## src/rtl/svc_rv_sram_arb_pkg.sv

```systemverilog
// Shared types for the single-port SRAM arbiter between the RV core's
// instruction fetch port (imem) and load/store port (dmem).
package svc_rv_sram_arb_pkg;

   // Owner of the SRAM read issued in the previous cycle; it steers the
   // one-cycle-latency read data back to the requester that asked for it.
   typedef enum logic [1:0] {
      OWN_NONE = 2'd0,
      OWN_IMEM = 2'd1,
      OWN_DMEM = 2'd2
   } rd_owner_t;

endpackage

```

## src/rtl/svc_rv_sram_arb_stats.sv

```systemverilog
// Wait-cycle counters for the two requesters of svc_rv_sram_arb.
// Each counter advances on every cycle its requester is valid but not
// granted, and wraps modulo 2^32.
module svc_rv_sram_arb_stats (
   input  logic        clk,
   input  logic        rst,
   input  logic        imem_req_valid,
   input  logic        imem_req_ready,
   input  logic        dmem_req_valid,
   input  logic        dmem_req_ready,
   output logic [31:0] stall_imem_cnt,
   output logic [31:0] stall_dmem_cnt
);

   logic [31:0] stall_imem_cnt_r;
   logic [31:0] stall_dmem_cnt_r;

   // Count denied-request cycles per port.
   always_ff @(posedge clk or posedge rst) begin
      if (rst) begin
         stall_imem_cnt_r <= 32'd0;
         stall_dmem_cnt_r <= 32'd0;
      end else begin
         if (imem_req_valid && !imem_req_ready) begin
            stall_imem_cnt_r <= stall_imem_cnt_r + 32'd1;
         end
         if (dmem_req_valid && !dmem_req_ready) begin
            stall_dmem_cnt_r <= stall_dmem_cnt_r + 32'd1;
         end
      end
   end

   assign stall_imem_cnt = stall_imem_cnt_r;
   assign stall_dmem_cnt = stall_dmem_cnt_r;

endmodule

```

## src/rtl/svc_rv_sram_arb.sv

```systemverilog
// Single-port SRAM arbiter: imem (fetch) and dmem (load/store) share one
// synchronous SRAM. dmem has priority; imem is force-granted after
// MAX_STARVE consecutive denied cycles. Reads are tagged so the data
// returned one cycle later reaches the port that issued the read.
// Optional build macro SVC_RV_SRAM_ARB_STATS_EN adds the stall counters
// stall_imem_cnt / stall_dmem_cnt.
module svc_rv_sram_arb
   import svc_rv_sram_arb_pkg::*;
#(
   parameter int AW         = 12,
   parameter int DW         = 32,
   parameter int MAX_STARVE = 4
) (
   input  logic            clk,
   input  logic            rst,
   input  logic            imem_req_valid,
   output logic            imem_req_ready,
   input  logic [AW-1:0]   imem_req_addr,
   output logic            imem_resp_valid,
   output logic [DW-1:0]   imem_resp_data,
   input  logic            dmem_req_valid,
   output logic            dmem_req_ready,
   input  logic [AW-1:0]   dmem_req_addr,
   input  logic            dmem_req_we,
   input  logic [DW/8-1:0] dmem_req_wstrb,
   input  logic [DW-1:0]   dmem_req_wdata,
   output logic            dmem_resp_valid,
   output logic [DW-1:0]   dmem_resp_data,
   output logic            sram_en,
   output logic            sram_we,
   output logic [AW-1:0]   sram_addr,
   output logic [DW/8-1:0] sram_wstrb,
   output logic [DW-1:0]   sram_wdata,
   input  logic [DW-1:0]   sram_rdata
`ifdef SVC_RV_SRAM_ARB_STATS_EN
   ,
   output logic [31:0]     stall_imem_cnt,
   output logic [31:0]     stall_dmem_cnt
`endif
);

   localparam int SW = $clog2(MAX_STARVE + 1);
   localparam int BW = DW / 8;
   localparam logic [SW-1:0] STARVE_LIMIT = SW'(MAX_STARVE);
   localparam logic [SW-1:0] STARVE_ONE   = SW'(1);

   logic [SW-1:0] starve_cnt_r;
   logic [SW-1:0] starve_cnt_nxt_s;
   logic          grant_imem_s;
   logic          grant_dmem_s;
   rd_owner_t     rd_owner_r;
   rd_owner_t     rd_owner_nxt_s;

   // Grant decision: starvation guard first, then dmem priority, then imem;
   // nothing is granted while reset is asserted.
   always_comb begin
      grant_imem_s = 1'b0;
      grant_dmem_s = 1'b0;
      if (rst) begin
         grant_imem_s = 1'b0;
      end else if (imem_req_valid && (starve_cnt_r == STARVE_LIMIT)) begin
         grant_imem_s = 1'b1;
      end else if (dmem_req_valid) begin
         grant_dmem_s = 1'b1;
      end else if (imem_req_valid) begin
         grant_imem_s = 1'b1;
      end else begin
         grant_imem_s = 1'b0;
      end
   end

   assign imem_req_ready = grant_imem_s;
   assign dmem_req_ready = grant_dmem_s;

   // SRAM command from the granted port; a fetch is always a plain read.
   always_comb begin
      sram_en    = grant_imem_s | grant_dmem_s;
      sram_we    = 1'b0;
      sram_addr  = imem_req_addr;
      sram_wstrb = {BW{1'b0}};
      sram_wdata = {DW{1'b0}};
      if (grant_dmem_s) begin
         sram_we    = dmem_req_we;
         sram_addr  = dmem_req_addr;
         sram_wstrb = dmem_req_wstrb;
         sram_wdata = dmem_req_wdata;
      end else begin
         sram_we    = 1'b0;
      end
   end

   // Starvation counter: counts denied imem cycles, saturating at the limit.
   always_comb begin
      starve_cnt_nxt_s = starve_cnt_r;
      if (!imem_req_valid || grant_imem_s) begin
         starve_cnt_nxt_s = {SW{1'b0}};
      end else if (starve_cnt_r != STARVE_LIMIT) begin
         starve_cnt_nxt_s = starve_cnt_r + STARVE_ONE;
      end else begin
         starve_cnt_nxt_s = starve_cnt_r;
      end
   end

   // Tag the read issued this cycle; writes and idle cycles carry no response.
   always_comb begin
      rd_owner_nxt_s = OWN_NONE;
      if (grant_imem_s) begin
         rd_owner_nxt_s = OWN_IMEM;
      end else if (grant_dmem_s && !dmem_req_we) begin
         rd_owner_nxt_s = OWN_DMEM;
      end else begin
         rd_owner_nxt_s = OWN_NONE;
      end
   end

   // State registers; reset drops any read in flight.
   always_ff @(posedge clk or posedge rst) begin
      if (rst) begin
         starve_cnt_r <= {SW{1'b0}};
         rd_owner_r   <= OWN_NONE;
      end else begin
         starve_cnt_r <= starve_cnt_nxt_s;
         rd_owner_r   <= rd_owner_nxt_s;
      end
   end

   // Route returning read data to its owner, zero on the other port.
   always_comb begin
      imem_resp_valid = (rd_owner_r == OWN_IMEM);
      dmem_resp_valid = (rd_owner_r == OWN_DMEM);
      imem_resp_data  = {DW{1'b0}};
      dmem_resp_data  = {DW{1'b0}};
      if (imem_resp_valid) begin
         imem_resp_data = sram_rdata;
      end else begin
         imem_resp_data = {DW{1'b0}};
      end
      if (dmem_resp_valid) begin
         dmem_resp_data = sram_rdata;
      end else begin
         dmem_resp_data = {DW{1'b0}};
      end
   end

`ifdef SVC_RV_SRAM_ARB_STATS_EN
   svc_rv_sram_arb_stats u_stats (
      .clk            (clk),
      .rst            (rst),
      .imem_req_valid (imem_req_valid),
      .imem_req_ready (imem_req_ready),
      .dmem_req_valid (dmem_req_valid),
      .dmem_req_ready (dmem_req_ready),
      .stall_imem_cnt (stall_imem_cnt),
      .stall_dmem_cnt (stall_dmem_cnt)
   );
`endif

endmodule
```

## config.mk

```make
export PLATFORM = sky130hd
export DESIGN_NAME = svc_rv_sram_arb
export DESIGN_NICKNAME = d
export VERILOG_FILES = /design/src/rtl/svc_rv_sram_arb_pkg.sv /design/src/rtl/svc_rv_sram_arb_stats.sv /design/src/rtl/svc_rv_sram_arb.sv
export SDC_FILE = /design/constraint.sdc
export NUM_CORES = 1
export LEC_CHECK = 0
export BUFFER_PORTS_ARGS = -buffer_cell sky130_fd_sc_hd__buf_2
export CAP_MARGIN = 5
export CORE_AREA = 3 3 83 85
export CTS_BUF_LIST = sky130_fd_sc_hd__clkbuf_16
export DETAILED_ROUTE_END_ITERATION = 8
export DIE_AREA = 0 0 86 88
export PLACE_DENSITY = 0.61
export RECOVER_POWER = 25
export SYNTH_ARGS = -nofsm -noshare
export SYNTH_HDL_FRONTEND = slang
export SYNTH_SLANG_ARGS = --single-unit
export TNS_END_PERCENT = 10
```

## constraint.sdc

```tcl
create_clock -name clk -period 4.2 [get_ports clk]
set_input_delay 0 -clock clk [delete_from_list [all_inputs] [get_ports clk]]
set_output_delay 0 -clock clk [all_outputs]
set_load 0.05 [all_outputs]
```

==> impl_metrics.env, run 1 <==
export IMPL_grt_usage=0.1101
export IMPL_antenna_found_initial=0
export IMPL_yosysWarnings=0
export IMPL_finalSetupViolations=0
export IMPL_max_clock_path_buffers=2
export IMPL_synthTopCellsByArea="and2_1, mux2_4, dfrtp_1"
export IMPL_leakage_nw=1.463
export IMPL_synth_yosys_seq_area_share=0.1063
export IMPL_syn_area_mm2=0.001177
export IMPL_worstSetupPathType="flop to primary output"
export IMPL_r2r_end="rd_owner_r[1]"
export IMPL_slowest_delay_ps=730
export IMPL_critPathBufInv=2
export IMPL_post_route_worst_setup_slack_ps=2062
export IMPL_hold_path_end="rd_owner_r[0]"
export IMPL_via_per_inst=3.991
export IMPL_synth_net_count=256
export IMPL_core_area_mm2=0.006277
export IMPL_syn_avg_cell_area_um2=7.499
export IMPL_hold_viol=0
export IMPL_synthDistinctLibCells=21
export IMPL_status="finished, final reports clean"
export IMPL_min_path_cells=2
export IMPL_hpwl_mm=4.431
export IMPL_grt_overflow=0
export IMPL_r2r_cells=5
export IMPL_initial_core_util=0.1876
export IMPL_crit_path_frequent_cell="clkbuf_1"
export IMPL_drive_gt1_frac=0.5738
export IMPL_port_buffers=214
export IMPL_cts_tree="done"
export IMPL_worst_path_dominant_cell_family="buffers and inverters"
export IMPL_grt_max_degree=52
export IMPL_io_pins=215
export IMPL_clk_pin_slew_ps=30
export IMPL_crit_fanout=33
export IMPL_tns_ps=0
export IMPL_grt_pass1_vias=1462
export IMPL_layout_commonest_cell="buf_2"
export IMPL_drtAntennaViolNets=0
export IMPL_crit_cells=4
export IMPL_drv_slew=0
export IMPL_fmax_ghz=0.4678
export IMPL_worstSkewPairLatency_ps=230
export IMPL_area_growth_pct=98.83
export IMPL_diodes=0
export IMPL_numCtsBuffers=3
export IMPL_drv_cap=0
export IMPL_rsz0062_at_grt="no"
export IMPL_ff2ff_setup_slack_ps=2660
export IMPL_cts_root_buffer="clkbuf_16"
export IMPL_final_cell_mix="buf_2, and2_1, clkbuf_1"
export IMPL_dr_pass1_iters=4
export IMPL_grt_pass1_wl_mm=6.768
export IMPL_cp_end_kind="primary output"
export IMPL_worstSetupStartpointType="flop"
export IMPL_drt_iter0_drc=22
export IMPL_cts_max_level=1
export IMPL_synthCells=157
export IMPL_fp_dieW_um=86
export IMPL_relSlewSlack=0.3437
export IMPL_drc=0
export IMPL_tightest_slew_ps=984.4
export IMPL_crit_required_ps=4200
export IMPL_pre_cts_ws_ps=2312
export IMPL_clock_sinks=5
export IMPL_gp_congestion=0.6773
export IMPL_vias=1768
export IMPL_fin_crit_ps=2138
export IMPL_detail_route_wl_per_cell_um=11.59
export IMPL_yosys_area_top_type="and2_1"
export IMPL_cts_resized=0
export IMPL_hold_start="dmem_req_valid"
export IMPL_fin_area_mm2=0.002341
export IMPL_path_cells="nor2b_1 > clkbuf_1 > and2_1 > clkbuf_1"
export IMPL_synth_seq_cells=5
export IMPL_arrival_ps=2140
export IMPL_utilization=0.3729
export IMPL_synth_top_area_frac=0.5367
export IMPL_timing_final_crit_share=0.5090
export IMPL_detailed_place_area_mm2=0.002275
export IMPL_routed_wirelength_mm=5.133
export IMPL_hp_class="input pin to flop"
export IMPL_die_h_um=88
export IMPL_rows=29
export IMPL_r2r_start="starve_cnt_r[0]"
export IMPL_vdd_drop_max_mv=0.1492
export IMPL_p_per_area_mw_per_mm2=216.0
export IMPL_fin_skew_ps=1.027
export IMPL_fin_nets=466
export IMPL_dieArea_mm2=0.007568
export IMPL_critical_path_slowest_cell="clkbuf_1"
==> registers in the layout, summed over array words and instances, names as in the netlist <==
signal        flops
starve_cnt_r      3
rd_owner_r        2
==> cell type report <==
cell class	instances	area (um^2)
fill	699	3936
sequential	5	125.1
clock buffer	3	75.07
clock inverter	1	3.754
timing repair buffer	218	1074
inverter	3	11.26
tap	77	96.34
multi-input combinational	136	955.9
==> per-stage QoR <==
stage,hold slack [ps],total power (W),cells
floorplan,-198.6,0.0002689,157
global placement,-24.56,0.0003510,437
detailed placement,-17.07,0.0003535,437
CTS,31.23,0.0005131,443
global route,53.46,0.0005300,443
finish,30.00,0.0005057,443
==> where the power goes <==
group,internal (W),total (W),switching [W]
combinational,0.0000921,0.000297,0.000205
sequential,0.0000511,0.0000530,0.00000191
clock,0.000123,0.000155,0.0000320
total,0.000267,0.000506,0.000239
==> synth_stat cells (all sizes together) <==
| cell type | n |
|---|---|
| inv | 3 |
| nor2b | 3 |
| a21oi | 2 |
| nand3 | 2 |
| o21ai | 1 |
| ha | 2 |
| and3 | 1 |
| dfrtp | 5 |
| nand2 | 6 |
| buf | 5 |
| clkbuf | 8 |
| mux2 | 13 |
| and2 | 101 |
| o221ai | 1 |
| o22ai | 2 |
| nor2 | 2 |
==> routing by layer <==
layer	up-vias	global-route usage	share of wire
met2	121	0.2095	0.52
met4	0	0.03885	0.011
li1	904	-	-
met3	5	0.02540	0.13
met1	738	0.1182	0.34
met5	-	0	0
==> worst max path at each step <==
| stage | startpoint | end | slack, ps |
|---|---|---|---|
| 6_report | rd_owner_r[1] | imem_resp_data[13] | 2060 |
| 5_1_grt | rd_owner_r[1] | imem_resp_data[23] | 1830 |
| 4_1_cts | starve_cnt_r[0] | sram_addr[11] | 2070 |
| 3_5_place_dp | starve_cnt_r[0] | sram_addr[11] | 2310 |
| 3_3_place_gp | starve_cnt_r[0] | sram_addr[11] | 2370 |
| 2_1_floorplan | starve_cnt_r[0] | sram_wdata[23] | 2420 |
==> logic make-up (layout without fill, tap and decap cells) <==
| family | after synthesis | count (layout) | synth area share |
|---|---|---|---|
| mux | 13 | 13 | 0.1594 |
| buf+inv | 16 | 225 | 0.08183 |
| compound gates | 6 | 6 | 0.03081 |
| flops | 5 | 5 | 0.1063 |
| fa+ha+maj | 2 | 2 | 0.02125 |
| simple gates | 115 | 115 | 0.6004 |
==> what timing repair did <==
| item | 4_1_cts | 5_1_grt |
|---|---|---|
| hold buffers | 2 | 0 |
| buffers inserted | 0 | 0 |
| hold endpoints to repair | 6 | 0 |
Note: power is estimated with default switching activity, not from simulation.
==> run 2, diff against run 1 <==
==> constraint.sdc (replaced) <==
create_clock -name clk -period 2.2 [get_ports clk]
set_input_delay 0 -clock clk [delete_from_list [all_inputs] [get_ports clk]]
set_output_delay 0 -clock clk [all_outputs]
set_load 0.05 [all_outputs]
==> impl_metrics.env, run 2 (same netlist as run 1, synthesis figures left out) <==
export IMPL_status="finished, final reports clean"
export IMPL_largest_reg_flops=3
export IMPL_cts_max_level=1
export IMPL_finalSetupViolations=0
export IMPL_area_growth_pct=100.6
export IMPL_grt_pass1_vias=1474
export IMPL_grt_usage=0.1124
export IMPL_rows=29
export IMPL_grt_overflow=0
export IMPL_hpwl_mm=4.488
export IMPL_reg_top3="starve_cnt_r (3), rd_owner_r (2)"
export IMPL_dr_pass1_iters=4
export IMPL_wl_met3_um=639
export IMPL_layout_commonest_cell="buf_2"
export IMPL_relSlewSlack=0.5967
export IMPL_leakage_nw=1.483
export IMPL_tns_ps=0
export IMPL_worstSkewPairLatency_ps=230
export IMPL_top_register="starve_cnt_r"
export IMPL_clock_sinks=5
export IMPL_initial_core_util=0.1876
export IMPL_ff2ff_setup_slack_ps=920
export IMPL_crit_fanout=40
export IMPL_drc=0
export IMPL_fin_skew_ps=1.990
export IMPL_detail_route_wl_per_cell_um=11.64
export IMPL_max_clock_path_buffers=2
export IMPL_drv_slew=0
export IMPL_cts_root_buffer="clkbuf_16"
export IMPL_cts_tree="done"
export IMPL_detailed_place_area_mm2=0.002295
export IMPL_drt_met1_wl_mm=1.869
export IMPL_antenna_found_initial=0
export IMPL_arrival_ps=2040
export IMPL_port_buffers=214
export IMPL_tightest_slew_ps=607.6
export IMPL_final_cell_mix="buf_2, and2_1, clkbuf_1"
export IMPL_die_h_um=88
export IMPL_fp_dieW_um=86
export IMPL_drtAntennaViolNets=0
export IMPL_grt_pass1_wl_mm=6.768
export IMPL_crit_required_ps=2200
export IMPL_clk_pin_slew_ps=30
export IMPL_vdd_drop_max_mv=0.3168
export IMPL_highest_layer="met4"
export IMPL_diodes=0
export IMPL_drive_gt1_frac=0.5831
export IMPL_cp_end_kind="primary output"
export IMPL_vias=1785
export IMPL_rsz0062_at_grt="no"
export IMPL_grt_max_degree=41
export IMPL_fin_nets=467
export IMPL_drv_cap=0
export IMPL_hp_class="input pin to flop"
export IMPL_fin_area_mm2=0.002362
export IMPL_drt_iter0_drc=38
export IMPL_dieArea_mm2=0.007568
export IMPL_post_cts_buffers=0
export IMPL_worstSetupStartpointType="flop"
export IMPL_worstSetupPathType="flop to primary output"
export IMPL_hold_viol=0
export IMPL_timing_final_crit_share=0.9258
export IMPL_core_area_mm2=0.006277
export IMPL_via_per_inst=4.020
export IMPL_gp_congestion=0.7262
export IMPL_routed_wirelength_mm=5.169
export IMPL_numCtsBuffers=3
export IMPL_io_pins=215
export IMPL_fmax_ghz=0.4910
export IMPL_routed_wl_met2_mm=2.586
export IMPL_p_per_area_mw_per_mm2=411.9
export IMPL_fin_crit_ps=2037
==> run 2: power breakdown <==
part,internal [W],switching (W)
Sequential,0.0000975,0.00000360
Clock,0.000236,0.0000629
Combinational,0.000180,0.000394
Total,0.000513,0.000460
==> run 2: cell type report <==
cell class	count	area, um^2
Clock inverter	1	3.754
Multi-Input combinational cell	136	955.9
Inverter	3	11.26
Timing Repair Buffer	219	1095
Tap cell	77	96.34
Sequential cell	5	125.1
Clock buffer	3	75.07
Fill cell	674	3915
==> run 2: timing repair <==
action / 4_1_cts / 5_1_grt
gates resized for setup: 0 / 0
hold endpoints to repair: 6 / 0
hold buffers: 2 / 0
==> run 2: worst paths after layout <==
| check | startpoint | end | cells after the start |
|---|---|---|---|
| worst min-delay path | dmem_req_valid | rd_owner_r[0] | 2 |
| min in group asynchronous | rst | rd_owner_r[0] | 3 |
| worst max register to register | starve_cnt_r[0] | rd_owner_r[1] | 5 |
| max in group asynchronous | rst | starve_cnt_r[1] | 3 |
| worst min register to register | starve_cnt_r[2] | starve_cnt_r[2] | 1 |
| worst max-delay path | starve_cnt_r[0] | sram_addr[2] | 7 |
==> run 2: critical path, stage by stage, from the launching register on <==
cell,delay (ps)
dfrtp_1,360
inv_1,60
ha_1,260
nand3_2,90
and3_4,270
buf_12,210
mux2_4,310
buf_2,210
==> run 2: metrics by stage <==
stage / setup slack, ps / util / hold slack, ps / cells / power (W)
CTS: 163.8 / 0.3813 / 12.98 / 444 / 0.0009852
floorplan: 421.8 / - / -198.6 / 157 / 0.0005134
detailed placement: 401.6 / 0.3656 / -16.38 / 438 / 0.0006798
global route: 83.33 / 0.3763 / 29.67 / 444 / 0.001019
finish: 163.2 / 0.3763 / 16.82 / 444 / 0.0009731
global placement: 471.1 / 0.3656 / -22.90 / 438 / 0.0006764
==> run 2: metal layers <==
metal  GRT usage  vias up
met4     0.04748        0
met3     0.02916        5
met1      0.1233      769
met2      0.2046      105
li1            -      906
met5           0        -
==> run 3, diff against run 2 <==
--- a/config.mk
+++ b/config.mk
@@ -9,9 +9,9 @@
 export CAP_MARGIN = 5
 export CORE_AREA = 3 3 83 85
 export CTS_BUF_LIST = sky130_fd_sc_hd__clkbuf_16
+export CTS_CLUSTER_SIZE = 8
 export DETAILED_ROUTE_END_ITERATION = 8
 export DIE_AREA = 0 0 86 88
-export PLACE_DENSITY = 0.61
 export RECOVER_POWER = 25
 export SYNTH_ARGS = -nofsm -noshare
 export SYNTH_HDL_FRONTEND = slang
==> impl_metrics.env, run 3 (same netlist as run 1, synthesis figures left out) <==
export IMPL_drt_iter0_drc=32
export IMPL_grt_pass1_wl_mm=7.231
export IMPL_drtAntennaViolNets=0
export IMPL_core_area_mm2=0.006277
export IMPL_gp_congestion=0.7763
export IMPL_reg_top3="starve_cnt_r (3), rd_owner_r (2)"
export IMPL_r2r_start="starve_cnt_r[0]"
export IMPL_path_cells="inv_1 > ha_1 > nand3_2 > and3_4 > buf_4 > and2_1 > buf_2"
export IMPL_drc=0
export IMPL_routed_wirelength_mm=5.550
export IMPL_critical_path_slowest_cell="dfrtp_1"
export IMPL_rsz0062_at_grt="no"
export IMPL_largest_reg_flops=3
export IMPL_cts_root_buffer="clkbuf_16"
export IMPL_fin_skew_ps=0.09232
export IMPL_grt_overflow=0
export IMPL_port_buffers=214
export IMPL_timing_final_crit_share=0.9139
export IMPL_grt_usage=0.1159
export IMPL_p_total_w=0.0009781
export IMPL_ff2ff_setup_slack_ps=770
export IMPL_top_register="starve_cnt_r"
export IMPL_detail_route_wl_per_cell_um=12.28
export IMPL_r2r_end="rd_owner_r[1]"
export IMPL_cts_resized=0
export IMPL_slowest_delay_ps=360
export IMPL_numPlacedInstances=438
export IMPL_worst_path_dominant_cell_family="simple AND/OR/NAND/NOR gates"
export IMPL_post_route_worst_setup_slack_ps=189.4
export IMPL_worstSetupStartpointType="flop"
export IMPL_fillers=665
export IMPL_hpwl_mm=4.594
export IMPL_rows=29
export IMPL_final_cell_mix="buf_2, and2_1, clkbuf_1"
export IMPL_tns_ps=0
export IMPL_crit_fanout=16
export IMPL_hold_viol=0
export IMPL_crit_cells=7
export IMPL_drv_cap=0
export IMPL_dr_pass1_iters=4
export IMPL_drive_gt1_frac=0.5867
export IMPL_initial_core_util=0.1876
export IMPL_crit_required_ps=2200
export IMPL_r2r_cells=5
export IMPL_leakage_nw=1.512
export IMPL_cts_tree="done"
export IMPL_grt_pass1_vias=1566
export IMPL_fin_nets=475
export IMPL_cp_end_kind="primary output"
export IMPL_clk_pin_slew_ps=30
export IMPL_die_h_um=88
export IMPL_antenna_found_initial=0
export IMPL_finalSetupViolations=0
export IMPL_diodes=0
export IMPL_via_per_inst=3.985
export IMPL_fin_cells=452
export IMPL_vdd_drop_max_mv=0.6741
export IMPL_status="finished, final reports clean"
export IMPL_area_growth_pct=104.7
export IMPL_critPathBufInv=3
export IMPL_cts_max_level=1
export IMPL_grt_max_degree=39
export IMPL_arrival_ps=2010
export IMPL_startpoint="starve_cnt_r[0]"
export IMPL_fin_crit_ps=2011
export IMPL_hp_class="input pin to flop"
export IMPL_pre_cts_ws_ps=297.4
export IMPL_dieArea_mm2=0.007568
export IMPL_fp_dieW_um=86
export IMPL_worstSkewPairLatency_ps=230
export IMPL_drv_slew=0
export IMPL_p_per_area_mw_per_mm2=405.9
export IMPL_io_pins=215
export IMPL_max_clock_path_buffers=2
export IMPL_clock_sinks=5
export IMPL_fmax_ghz=0.4974
export IMPL_numCtsBuffers=3
export IMPL_tightest_slew_ps=610.9
export IMPL_utilization=0.3839
export IMPL_worstSetupPathType="flop to primary output"
export IMPL_layout_commonest_cell="buf_2"
export IMPL_vias=1801
export IMPL_relSlewSlack=0.5945
export IMPL_cp_endpoint="sram_wstrb[3]"
## run 3: changes by cell type in the layout (fill, tap and decap cells not counted)
cell / change
and3_2: +1
buf_12: -1
buf_2: -2
buf_4: +9
clkbuf_1: +2
clkbuf_2: -1
## run 3: how the worst min path moves through the flow
stage                    from         endpoint  slack [ps]  depth (start not counted)
2_1_floorplan             rst    rd_owner_r[0]        -200                          1
3_5_place_dp              rst  starve_cnt_r[0]         -20                          2
3_3_place_gp              rst  starve_cnt_r[1]         -30                          2
6_report       dmem_req_valid    rd_owner_r[0]          50                          2
4_1_cts        dmem_req_valid    rd_owner_r[0]          30                          2
5_1_grt        dmem_req_valid    rd_owner_r[0]          80                          2
## run 3: worst reg2reg max path, cell delays in order (launching register included)
cell     delay [ps]
dfrtp_1         390
inv_1            80
ha_1            240
nand3_2         120
and3_2          330
nor2b_1         160
## run 3: timing repair
action,CTS,global route
setup buffers,0,7
endpoints found under the setup margin,0,14
hold endpoints to repair,6,0
hold buffers,2,0
## run 3: final cells by class
| class | instances | area (um^2) | area share |
|---|---|---|---|
| clock inverters | 1 | 3.754 | 0.001558 |
| inverters | 3 | 11.26 | 0.004673 |
| flip-flops and latches | 5 | 125.1 | 0.05192 |
| multi-input cells | 137 | 963.4 | 0.3998 |
| clock buffers | 3 | 75.07 | 0.03115 |
| repair buffers | 226 | 1135 | 0.4709 |
| well taps | 77 | 96.34 | 0.03998 |
## run 3: routing by layer
layer | GRT usage | wire length (um) | vias up
met5 | 0 | 0 | -
met4 | 0.01727 | 19 | 0
met3 | 0.02070 | 607 | 2
met2 | 0.2334 | 3054 | 107
met1 | 0.1271 | 1869 | 770
li1 | - | - | 922
## run 3: power by group
part	total (W)	internal [W]	switching (W)	leakage, nW
registers	0.000101	0.0000975	0.00000352	0.0671
clock network	0.000293	0.000235	0.0000577	0.0423
logic	0.000584	0.000186	0.000399	1.40
## run 3: metrics by stage
stage	cell area (um^2)	hold slack, ps
after floorplan	1177	-198.6
after global placement	2282	-25.47
after detailed placement	2282	-24.67
after CTS	2381	29.66
after global routing	2410	81.07
final	2410	54.82
